===== src/rtl/ula_74181_serial.sv =====
`default_nettype none
// +------------------------------------------------------------------------+
// | Module   : ula_74181_serial                                            |
// | Purpose  : WIDTH-bit 74181-style ALU (16 arithmetic + 16 logic ops)    |
// |            evaluated one 4-bit slice per clock with a registered       |
// |            ripple carry, valid/ready handshake on both sides.          |
// | Revision : 1.0 - initial release                                       |
// +------------------------------------------------------------------------+
module ula_74181_serial #(
  parameter int WIDTH = 16
) (
  input  logic             clk,
  input  logic             rst_n,
  input  logic             in_valid,
  output logic             in_ready,
  input  logic [WIDTH-1:0] a,
  input  logic [WIDTH-1:0] b,
  input  logic [3:0]       s,
  input  logic             m,
  input  logic             c_in,
  output logic             out_valid,
  input  logic             out_ready,
  output logic [WIDTH-1:0] f,
  output logic             c_out,
  output logic             a_eq_b
);

  localparam int N    = WIDTH / 4;
  localparam int IDXW = (N > 1) ? $clog2(N) : 1;
  localparam logic [IDXW-1:0] C_LAST = IDXW'(N - 1);

  typedef enum logic [1:0] {
    IDLE = 2'd0,
    CALC = 2'd1,
    DONE = 2'd2
  } state_t;

  state_t            state_q, state_d;
  logic [WIDTH-1:0]  a_q, a_d;
  logic [WIDTH-1:0]  b_q, b_d;
  logic [3:0]        s_q, s_d;
  logic              m_q, m_d;
  logic              carry_q, carry_d;
  logic [IDXW-1:0]   idx_q, idx_d;
  logic [WIDTH-1:0]  acc_q, acc_d;
  logic [WIDTH-1:0]  f_q, f_d;
  logic              c_out_q, c_out_d;
  logic              eq_q, eq_d;

  logic [IDXW+1:0]   w_base;
  logic [3:0]        w_a_sl, w_b_sl;
  logic [3:0]        w_x, w_y, w_lg;
  logic [4:0]        w_sum;
  logic [3:0]        w_slice_f;
  logic              w_carry_nx;

  // One slice of the ALU: arithmetic ops reduce to x + y + carry, where x and
  // y are bitwise functions of A/B, so rippling the carry slice by slice is exact.
  always_comb begin
    w_base = {idx_q, 2'b00};
    w_a_sl = a_q[w_base +: 4];
    w_b_sl = b_q[w_base +: 4];
    w_x    = 4'h0;
    w_y    = 4'h0;
    w_lg   = 4'h0;
    case (s_q)
      4'b0000: begin w_x = w_a_sl;            w_y = 4'h0;             w_lg = ~w_a_sl;            end
      4'b0001: begin w_x = w_a_sl | w_b_sl;   w_y = 4'h0;             w_lg = ~(w_a_sl | w_b_sl); end
      4'b0010: begin w_x = w_a_sl | ~w_b_sl;  w_y = 4'h0;             w_lg = ~w_a_sl & w_b_sl;   end
      4'b0011: begin w_x = 4'hF;              w_y = 4'h0;             w_lg = 4'h0;               end
      4'b0100: begin w_x = w_a_sl;            w_y = w_a_sl & ~w_b_sl; w_lg = ~(w_a_sl & w_b_sl); end
      4'b0101: begin w_x = w_a_sl | w_b_sl;   w_y = w_a_sl & ~w_b_sl; w_lg = ~w_b_sl;            end
      // A - B - 1 is A + ~B in two's complement.
      4'b0110: begin w_x = w_a_sl;            w_y = ~w_b_sl;          w_lg = w_a_sl ^ w_b_sl;    end
      4'b0111: begin w_x = w_a_sl & ~w_b_sl;  w_y = 4'hF;             w_lg = w_a_sl & ~w_b_sl;   end
      4'b1000: begin w_x = w_a_sl;            w_y = w_a_sl & w_b_sl;  w_lg = ~w_a_sl | w_b_sl;  end
      4'b1001: begin w_x = w_a_sl;            w_y = w_b_sl;           w_lg = ~(w_a_sl ^ w_b_sl); end
      4'b1010: begin w_x = w_a_sl | ~w_b_sl;  w_y = w_a_sl & w_b_sl;  w_lg = w_b_sl;             end
      4'b1011: begin w_x = w_a_sl & w_b_sl;   w_y = 4'hF;             w_lg = w_a_sl & w_b_sl;    end
      4'b1100: begin w_x = w_a_sl;            w_y = w_a_sl;           w_lg = 4'hF;               end
      4'b1101: begin w_x = w_a_sl | w_b_sl;   w_y = w_a_sl;           w_lg = w_a_sl | ~w_b_sl;   end
      4'b1110: begin w_x = w_a_sl | ~w_b_sl;  w_y = w_a_sl;           w_lg = w_a_sl | w_b_sl;    end
      default: begin w_x = w_a_sl;            w_y = 4'hF;             w_lg = w_a_sl;             end
    endcase
    w_sum      = {1'b0, w_x} + {1'b0, w_y} + {4'b0000, carry_q};
    w_slice_f  = m_q ? w_lg : w_sum[3:0];
    w_carry_nx = m_q ? 1'b0 : w_sum[4];
  end

  // Handshake FSM: latch operands, walk the slices, then hold the result.
  always_comb begin
    state_d = state_q;
    a_d     = a_q;
    b_d     = b_q;
    s_d     = s_q;
    m_d     = m_q;
    carry_d = carry_q;
    idx_d   = idx_q;
    acc_d   = acc_q;
    f_d     = f_q;
    c_out_d = c_out_q;
    eq_d    = eq_q;
    case (state_q)
      IDLE: begin
        if (in_valid) begin
          a_d     = a;
          b_d     = b;
          s_d     = s;
          m_d     = m;
          carry_d = c_in;
          idx_d   = '0;
          state_d = CALC;
        end
      end
      CALC: begin
        acc_d[w_base +: 4] = w_slice_f;
        carry_d            = w_carry_nx;
        if (idx_q == C_LAST) begin
          f_d     = acc_d;
          c_out_d = w_carry_nx;
          eq_d    = &acc_d;
          state_d = DONE;
        end else begin
          idx_d = idx_q + 1'b1;
        end
      end
      DONE: begin
        if (out_ready) state_d = IDLE;
      end
      default: state_d = IDLE;
    endcase
  end

  // State and datapath registers with synchronous active-low clear.
  always_ff @(posedge clk) begin
    if (!rst_n) begin
      state_q <= IDLE;
      a_q     <= '0;
      b_q     <= '0;
      s_q     <= '0;
      m_q     <= 1'b0;
      carry_q <= 1'b0;
      idx_q   <= '0;
      acc_q   <= '0;
      f_q     <= '0;
      c_out_q <= 1'b0;
      eq_q    <= 1'b0;
    end else begin
      state_q <= state_d;
      a_q     <= a_d;
      b_q     <= b_d;
      s_q     <= s_d;
      m_q     <= m_d;
      carry_q <= carry_d;
      idx_q   <= idx_d;
      acc_q   <= acc_d;
      f_q     <= f_d;
      c_out_q <= c_out_d;
      eq_q    <= eq_d;
    end
  end

  assign in_ready  = (state_q == IDLE);
  assign out_valid = (state_q == DONE);
  assign f         = f_q;
  assign c_out     = c_out_q;
  assign a_eq_b    = eq_q;

endmodule
`default_nettype wire


===== config.mk =====
export PLATFORM = sky130hd
export DESIGN_NAME = ula_74181_serial
export DESIGN_NICKNAME = d
export VERILOG_FILES = /design/src/rtl/ula_74181_serial.sv
export SDC_FILE = /design/constraint.sdc
export NUM_CORES = 1
export LEC_CHECK = 0
export ABC_CLOCK_PERIOD_IN_PS = 10200
export CELL_PAD_IN_SITES_DETAIL_PLACEMENT = 1
export CELL_PAD_IN_SITES_GLOBAL_PLACEMENT = 1
export CORE_MARGIN = 2
export CORE_UTILIZATION = 44
export DETAILED_ROUTE_END_ITERATION = 16
export PLACE_DENSITY_LB_ADDON = 0.1
export SLEW_MARGIN = 40
export SYNTH_ARGS = -nofsm -noshare
export SYNTH_HDL_FRONTEND = slang
export SYNTH_SLANG_ARGS = --single-unit

===== constraint.sdc =====
create_clock -name clk -period 10.2 [get_ports clk]
set_input_delay 1.53 -clock clk [delete_from_list [all_inputs] [get_ports clk]]
set_output_delay 1.53 -clock clk [all_outputs]
set_load 0.1 [all_outputs]

==> flow_metrics.env, run 1 <==
export IMPL_htreeDepth=3
export IMPL_crit_fanout=16
export IMPL_r2r_end="a_eq_b$_SDFFE_PN0P_"
export IMPL_fin_crit_ns=4.729
export IMPL_p_leak_nw=1.995
export IMPL_synthTopCellsByArea="dfxtp_1, nand2_1, ha_1"
export IMPL_clockRootBuffer="clkbuf_8"
export IMPL_ys_warn_count=0
export IMPL_tightest_slew_ns=0.7302
export IMPL_ant_nets=0
export IMPL_crit_path_end_kind="flip-flop"
export IMPL_cts_buffer_depth=2
export IMPL_grt_pass1_vias=4533
export IMPL_ys_flop_type="dfxtp_1"
export IMPL_hold_path_class="flip-flop to flip-flop"
export IMPL_cts_buffers=9
export IMPL_design_power_total_mw=0.7661
export IMPL_synth_seq_cells=76
export IMPL_rsz0062_at_grt="false"
export IMPL_synth_area_um2=4526
export IMPL_synth_top_area_cell="dfxtp_1"
export IMPL_worstPathArrival_ns=5.00
export IMPL_synth_nets=631
export IMPL_rrSetupSlack_ns=5.47
export IMPL_port_buffers=61
export IMPL_hpwlAfterDp_mm=9.828
export IMPL_clock_sinks=76
export IMPL_fin_skew_ns=0.01648
export IMPL_io_pins=62
export IMPL_post_cts_setup_buffers=0
export IMPL_die_area_um2=11110
export IMPL_area_growth_pct=17.94
export IMPL_clk_latency_ns=0.35
export IMPL_slew_headroom=0.5094
export IMPL_synth_top_area_share=0.3362
export IMPL_drc=0
export IMPL_final_cell_area_um2=5338
export IMPL_drt_total_wl_mm=13.43
export IMPL_drv_cap=0
export IMPL_final_hold_viol_count=0
export IMPL_ys_types=65
export IMPL_place_gp_congestion=0.9340
export IMPL_tns_ns=0
export IMPL_die_h_um=105.4
export IMPL_fmax_mhz=211.5
export IMPL_antenna_found_initial=0
export IMPL_synthCells=562
export IMPL_rr_startpoint="idx_q[0]$_SDFFE_PN0P_"
export IMPL_overflow=0
export IMPL_ctsResizeCount=0
export IMPL_die_x_um=105.4
export IMPL_placed_area_um2=5102
export IMPL_coreArea_um2=10140
export IMPL_placementRows=37
export IMPL_cp_startpoint="idx_q[0]$_SDFFE_PN0P_"
export IMPL_required_ns=10.47
export IMPL_ys_seq_area_frac=0.3362
export IMPL_ir_drop_mv=0.08374
export IMPL_fin_nets=673
export IMPL_period_share=0.4636
export IMPL_crit_path_start_kind="flip-flop"
export IMPL_avgSynthCellArea_um2=8.053
export IMPL_async_reset_ff_frac=0
export IMPL_clk_pin_slew_worst_paths_ns=0.10
export IMPL_synth_edf_count=0
export IMPL_routedWlPerCell_um=18.03
export IMPL_firstDrtPassIters=5
export IMPL_vias=4331
export IMPL_crit_type="flip-flop to flip-flop"
export IMPL_cts_hold_buffers=0
export IMPL_yosysMostFrequentCell="nand2_1"
export IMPL_synth_cells_most_frequent="nand2_1, dfxtp_1, nor2_1"
export IMPL_setup_violations=0
export IMPL_start_util=0.4464
export IMPL_grt_max_degree=51
export IMPL_r2r_cells=16
export IMPL_via_per_inst=5.813
export IMPL_power_density_nw_per_um2=143.5
export IMPL_cts_tree="yes"
export IMPL_outcome="finished clean"
export IMPL_maxSlewViolCount=0
export IMPL_drt_iter0_drc=193
export IMPL_insertedDiodeCount=0
export IMPL_grt_usage=0.2498
export IMPL_drive_above_1_share=0.1100
export IMPL_grt_pass1_wl_mm=22.49
export IMPL_worstSetupEndpoint="a_eq_b$_SDFFE_PN0P_"
## layout by cell type (no fill, tap or decap), types with 3 or more instances in the layout
cell	instances
inv_6	3
a21oi_1	53
clkdlybuf4s50_1	41
nor2b_1	6
nand2b_1	8
inv_1	15
o211ai_1	5
a221oi_1	7
nand3_1	8
nor4_1	3
buf_4	7
dfxtp_1	75
o21ai_0	15
nand2_1	99
nand3b_1	7
nor2_1	65
nor3_1	9
clkbuf_8	9
and2_1	4
a22oi_1	13
a32oi_1	6
ha_1	25
mux4_2	6
inv_2	4
buf_2	20
mux2i_1	8
a211oi_1	29
## cell type report
| type | instances | area [um2] |
|---|---|---|
| Inverter | 20 | 75.07 |
| Sequential cell | 76 | 1523 |
| Fill cell | 1240 | 4801 |
| Clock buffer | 9 | 123.9 |
| Clock inverter | 7 | 105.1 |
| Multi-Input combinational cell | 429 | 2778 |
| Tap cell | 136 | 170.2 |
| Timing Repair Buffer | 68 | 563.0 |
## flip-flops by register name (all words and copies together) (netlist names)
register and count:
f 16, a_eq_b 1, carry_q 1, b_q 16
m_q 1, idx_q 2, c_out 1, s_q 4
acc_q 16, a_q 16, state_q 2
## logic make-up after synthesis
| logic type | synth area share |
|---|---|
| XOR/XNOR | 0.001936 |
| AO/OA/AOI/OAI | 0.2380 |
| buffers and inverters | 0.05612 |
| AND/OR/NAND/NOR | 0.2306 |
| multiplexers | 0.05917 |
| adder cells (fa/ha/maj) | 0.07797 |
| flip-flops | 0.3362 |
## where the power goes
group          internal [mW]  switching [mW]
registers              0.312          0.0110
logic                 0.0684           0.107
clock network          0.142           0.126
## how the worst min path moves through the flow
stage                        startpoint             endpoint  cells past startpoint
global placement    a_q[0]$_SDFFE_PN0P_  a_q[0]$_SDFFE_PN0P_                      2
floorplan           a_q[4]$_SDFFE_PN0P_  a_q[4]$_SDFFE_PN0P_                      2
global route        a_q[4]$_SDFFE_PN0P_  a_q[4]$_SDFFE_PN0P_                      2
finish              a_q[2]$_SDFFE_PN0P_  a_q[2]$_SDFFE_PN0P_                      2
detailed placement  b_q[1]$_SDFFE_PN0P_  b_q[1]$_SDFFE_PN0P_                      2
CTS                 b_q[1]$_SDFFE_PN0P_  b_q[1]$_SDFFE_PN0P_                      2
## metal layers
metal  routed length [um]  track usage  vias to the layer above  share of wire
li1                     -            -                     2097              -
met1                 6298       0.3274                     2109           0.47
met2                 6332       0.4138                      105           0.47
met3                  555      0.04700                       20          0.041
met4                  245      0.08190                        0          0.018
met5                    0            0                        -              0
## metrics by stage
step / setup slack (ns) / utilization / cells / hold slack [ns]
CTS: 5.194 / 0.5259 / 745 / 0.4600
floorplan: 6.208 / - / 562 / 0.4315
detailed placement: 5.232 / 0.5033 / 729 / 0.4473
finish: 5.471 / 0.5265 / 745 / 0.4576
global placement: 5.502 / 0.5112 / 729 / 0.4417
global route: 5.102 / 0.5265 / 745 / 0.4810
## critical path, cell delays in order, from the launching register on
cell      delay, ns
dfxtp_2        0.63
mux4_1         0.76
ha_1           0.30
a22oi_1        0.19
nor2_1         0.08
a221oi_1       0.23
nand2_1        0.08
o21ai_0        0.11
fa_1           0.26
inv_1          0.08
fa_1           0.48
nor2_1         0.04
a21oi_1        0.35
a32oi_1        0.23
nor4_1         0.42
nand3_1        0.14
o31ai_2        0.26
Note: power is estimated with default switching activity, not from simulation.
==> run 2: changes to the inputs <==
--- a/config.mk
+++ b/config.mk
@@ -5,11 +5,11 @@
 export SDC_FILE = /design/constraint.sdc
 export NUM_CORES = 1
 export LEC_CHECK = 0
-export ABC_CLOCK_PERIOD_IN_PS = 10200
+export ABC_CLOCK_PERIOD_IN_PS = 4800
 export CELL_PAD_IN_SITES_DETAIL_PLACEMENT = 1
 export CELL_PAD_IN_SITES_GLOBAL_PLACEMENT = 1
 export CORE_MARGIN = 2
-export CORE_UTILIZATION = 44
+export CORE_UTILIZATION = 41
 export DETAILED_ROUTE_END_ITERATION = 16
 export PLACE_DENSITY_LB_ADDON = 0.1
 export SLEW_MARGIN = 40
==> constraint.sdc (replaced) <==
create_clock -name clk -period 4.8 [get_ports clk]
set_input_delay 0.72 -clock clk [delete_from_list [all_inputs] [get_ports clk]]
set_output_delay 0.72 -clock clk [all_outputs]
set_load 0.1 [all_outputs]
==> flow_metrics.env, run 2 (synthesized netlist as in run 1, its figures left out) <==
export IMPL_outcome="finished clean"
export IMPL_cts_buffer_depth=2
export IMPL_period_share=0.9224
export IMPL_ctsResizeCount=0
export IMPL_firstDrtPassIters=5
export IMPL_power_density_nw_per_um2=296.5
export IMPL_hold_path_class="flip-flop to flip-flop"
export IMPL_fillers=1310
export IMPL_internal_power_mw=1.071
export IMPL_area_growth_pct=18.66
export IMPL_pwr_share_seq=0.435
export IMPL_drt_iter0_drc=274
export IMPL_post_cts_setup_buffers=0
export IMPL_hpwlAfterDp_mm=10.81
export IMPL_vias=4381
export IMPL_final_cell_mix="nand2_1, dfxtp_1, nor2_1"
export IMPL_tns_ns=0
export IMPL_swShare=0.3272
export IMPL_fmax_mhz=225.9
export IMPL_worstPathArrival_ns=4.72
export IMPL_insertedDiodeCount=0
export IMPL_ant_nets=0
export IMPL_antenna_found_initial=0
export IMPL_die_h_um=109.1
export IMPL_drt_total_wl_mm=14.28
export IMPL_port_buffers=61
export IMPL_final_cell_area_um2=5370
export IMPL_cts_tree="yes"
export IMPL_rsz0062_at_grt="false"
export IMPL_p_sw_mw=0.5210
export IMPL_die_x_um=109.1
export IMPL_required_ns=5.09
export IMPL_setup_violations=0
export IMPL_clk_latency_ns=0.37
export IMPL_place_inst=741
export IMPL_drc=0
export IMPL_clk_pin_slew_worst_paths_ns=0.09
export IMPL_grt_usage=0.2512
export IMPL_fin_nets=681
export IMPL_coreArea_um2=10790
export IMPL_crit_path_end_kind="flip-flop"
export IMPL_final_hold_viol_count=0
export IMPL_drive_above_1_share=0.1183
export IMPL_io_pins=62
export IMPL_fin_crit_ns=4.428
export IMPL_place_gp_congestion=0.9364
export IMPL_htreeDepth=3
export IMPL_crit_path_start_kind="flip-flop"
export IMPL_placed_area_um2=5160
export IMPL_grt_max_degree=48
export IMPL_placementRows=38
export IMPL_clockRootBuffer="clkbuf_8"
export IMPL_cts_buffers=9
export IMPL_crit_fanout=6
export IMPL_grt_pass1_vias=4530
export IMPL_via_per_inst=5.787
export IMPL_routedWlPerCell_um=18.86
export IMPL_crit_type="flip-flop to flip-flop"
export IMPL_clock_sinks=76
export IMPL_maxSlewViolCount=0
export IMPL_overflow=0
export IMPL_grt_pass1_wl_mm=23.02
export IMPL_final_cells=757
export IMPL_utilization=0.4976
export IMPL_final_common_cell="nand2_1"
export IMPL_drv_cap=0
export IMPL_fin_skew_ns=0.01036
export IMPL_cts_hold_buffers=0
export IMPL_tightest_slew_ns=0.8416
export IMPL_ir_drop_mv=0.1810
export IMPL_p_leak_nw=2.023
export IMPL_start_util=0.4193
export IMPL_combPwrFrac=0.237
export IMPL_clkPwrFrac=0.328
export IMPL_die_area_um2=11890
export IMPL_slew_headroom=0.4390
==> run 2: changes by cell type in the layout (fill, tap and decap cells not counted) <==
cell and change:
nor2b_2 +1, nor3_1 +1, nand2_2 -1, clkbuf_8 +1
clkinv_4 +1, nor3_2 -1, inv_6 -2, buf_4 +8
clkinv_2 +1, nor2b_4 -1, nand2_1 +1, bufinv_16 -1
==> run 2: layout make-up <==
cell class,count,area (um2),share of cell area
inverters,20,75.07,0.01398
well taps,140,175.2,0.03262
flip-flops and latches,76,1523,0.2836
clock buffers,10,137.6,0.02563
multi-input cells,429,2765,0.5149
repair buffers,76,623.1,0.1160
clock inverters,6,71.32,0.01328
==> run 2: path summary, 6_finish.rpt <==
kind / start / end / slack, ns / depth (start not counted)
worst max-delay path: idx_q[0]$_SDFFE_PN0P_ / a_eq_b$_SDFFE_PN0P_ / 0.37 / 16
worst max register to register: idx_q[0]$_SDFFE_PN0P_ / a_eq_b$_SDFFE_PN0P_ / 0.37 / 16
worst min register to register: b_q[10]$_SDFFE_PN0P_ / b_q[10]$_SDFFE_PN0P_ / 0.46 / 2
worst min-delay path: b_q[10]$_SDFFE_PN0P_ / b_q[10]$_SDFFE_PN0P_ / 0.46 / 2
==> run 2: metrics by stage <==
stage | worst slack, ns | power, mW | hold WS [ns]
floorplan | 0.8083 | 0.9534 | 0.4315
global placement | 0.4955 | 1.064 | 0.4397
detailed placement | 0.3422 | 1.079 | 0.4456
CTS | 0.2693 | 1.600 | 0.4569
global route | 0.02418 | 1.667 | 0.4834
finish | 0.3723 | 1.592 | 0.4556
==> run 2: metal layers <==
metal,track usage,routed length [um],vias to the layer above
met5,0,0,-
met4,0.08791,216,0
met3,0.04901,754,19
met2,0.4117,6625,129
met1,0.3291,6681,2123
li1,-,-,2110
==> run 2: critical path, stage by stage (launching register included) <==
cell and delay, ns:
dfxtp_2 0.45, mux4_1 0.73, ha_1 0.30, a22oi_1 0.18, nor2_1 0.09, a221oi_1 0.23, nand2_1 0.08, o21ai_0 0.12
fa_1 0.24, inv_1 0.06, fa_1 0.48, nor2_1 0.04, a21oi_1 0.34, a32oi_1 0.24, nor4_1 0.37, nand3_1 0.15
o31ai_2 0.25
==> run 2: power groups by stage <==
stage / sequential, mW / clock (mW) / combinational [mW]
6_report: 0.693 / 0.523 / 0.377
4_1_cts: 0.693 / 0.533 / 0.375
5_1_grt: 0.697 / 0.557 / 0.413
2_1_floorplan: 0.693 / 0 / 0.261
3_5_place_dp: 0.707 / 0 / 0.372
3_3_place_gp: 0.705 / 0 / 0.359
==> run 3: changes to the inputs <==
--- a/config.mk
+++ b/config.mk
@@ -10,6 +10,7 @@
 export CELL_PAD_IN_SITES_GLOBAL_PLACEMENT = 1
 export CORE_MARGIN = 2
 export CORE_UTILIZATION = 41
+export CTS_CLUSTER_DIAMETER = 150
 export DETAILED_ROUTE_END_ITERATION = 16
 export PLACE_DENSITY_LB_ADDON = 0.1
 export SLEW_MARGIN = 40
==> results of run 3 <==
Same layout as run 2: the final DEF is identical, and so are final timing and power.
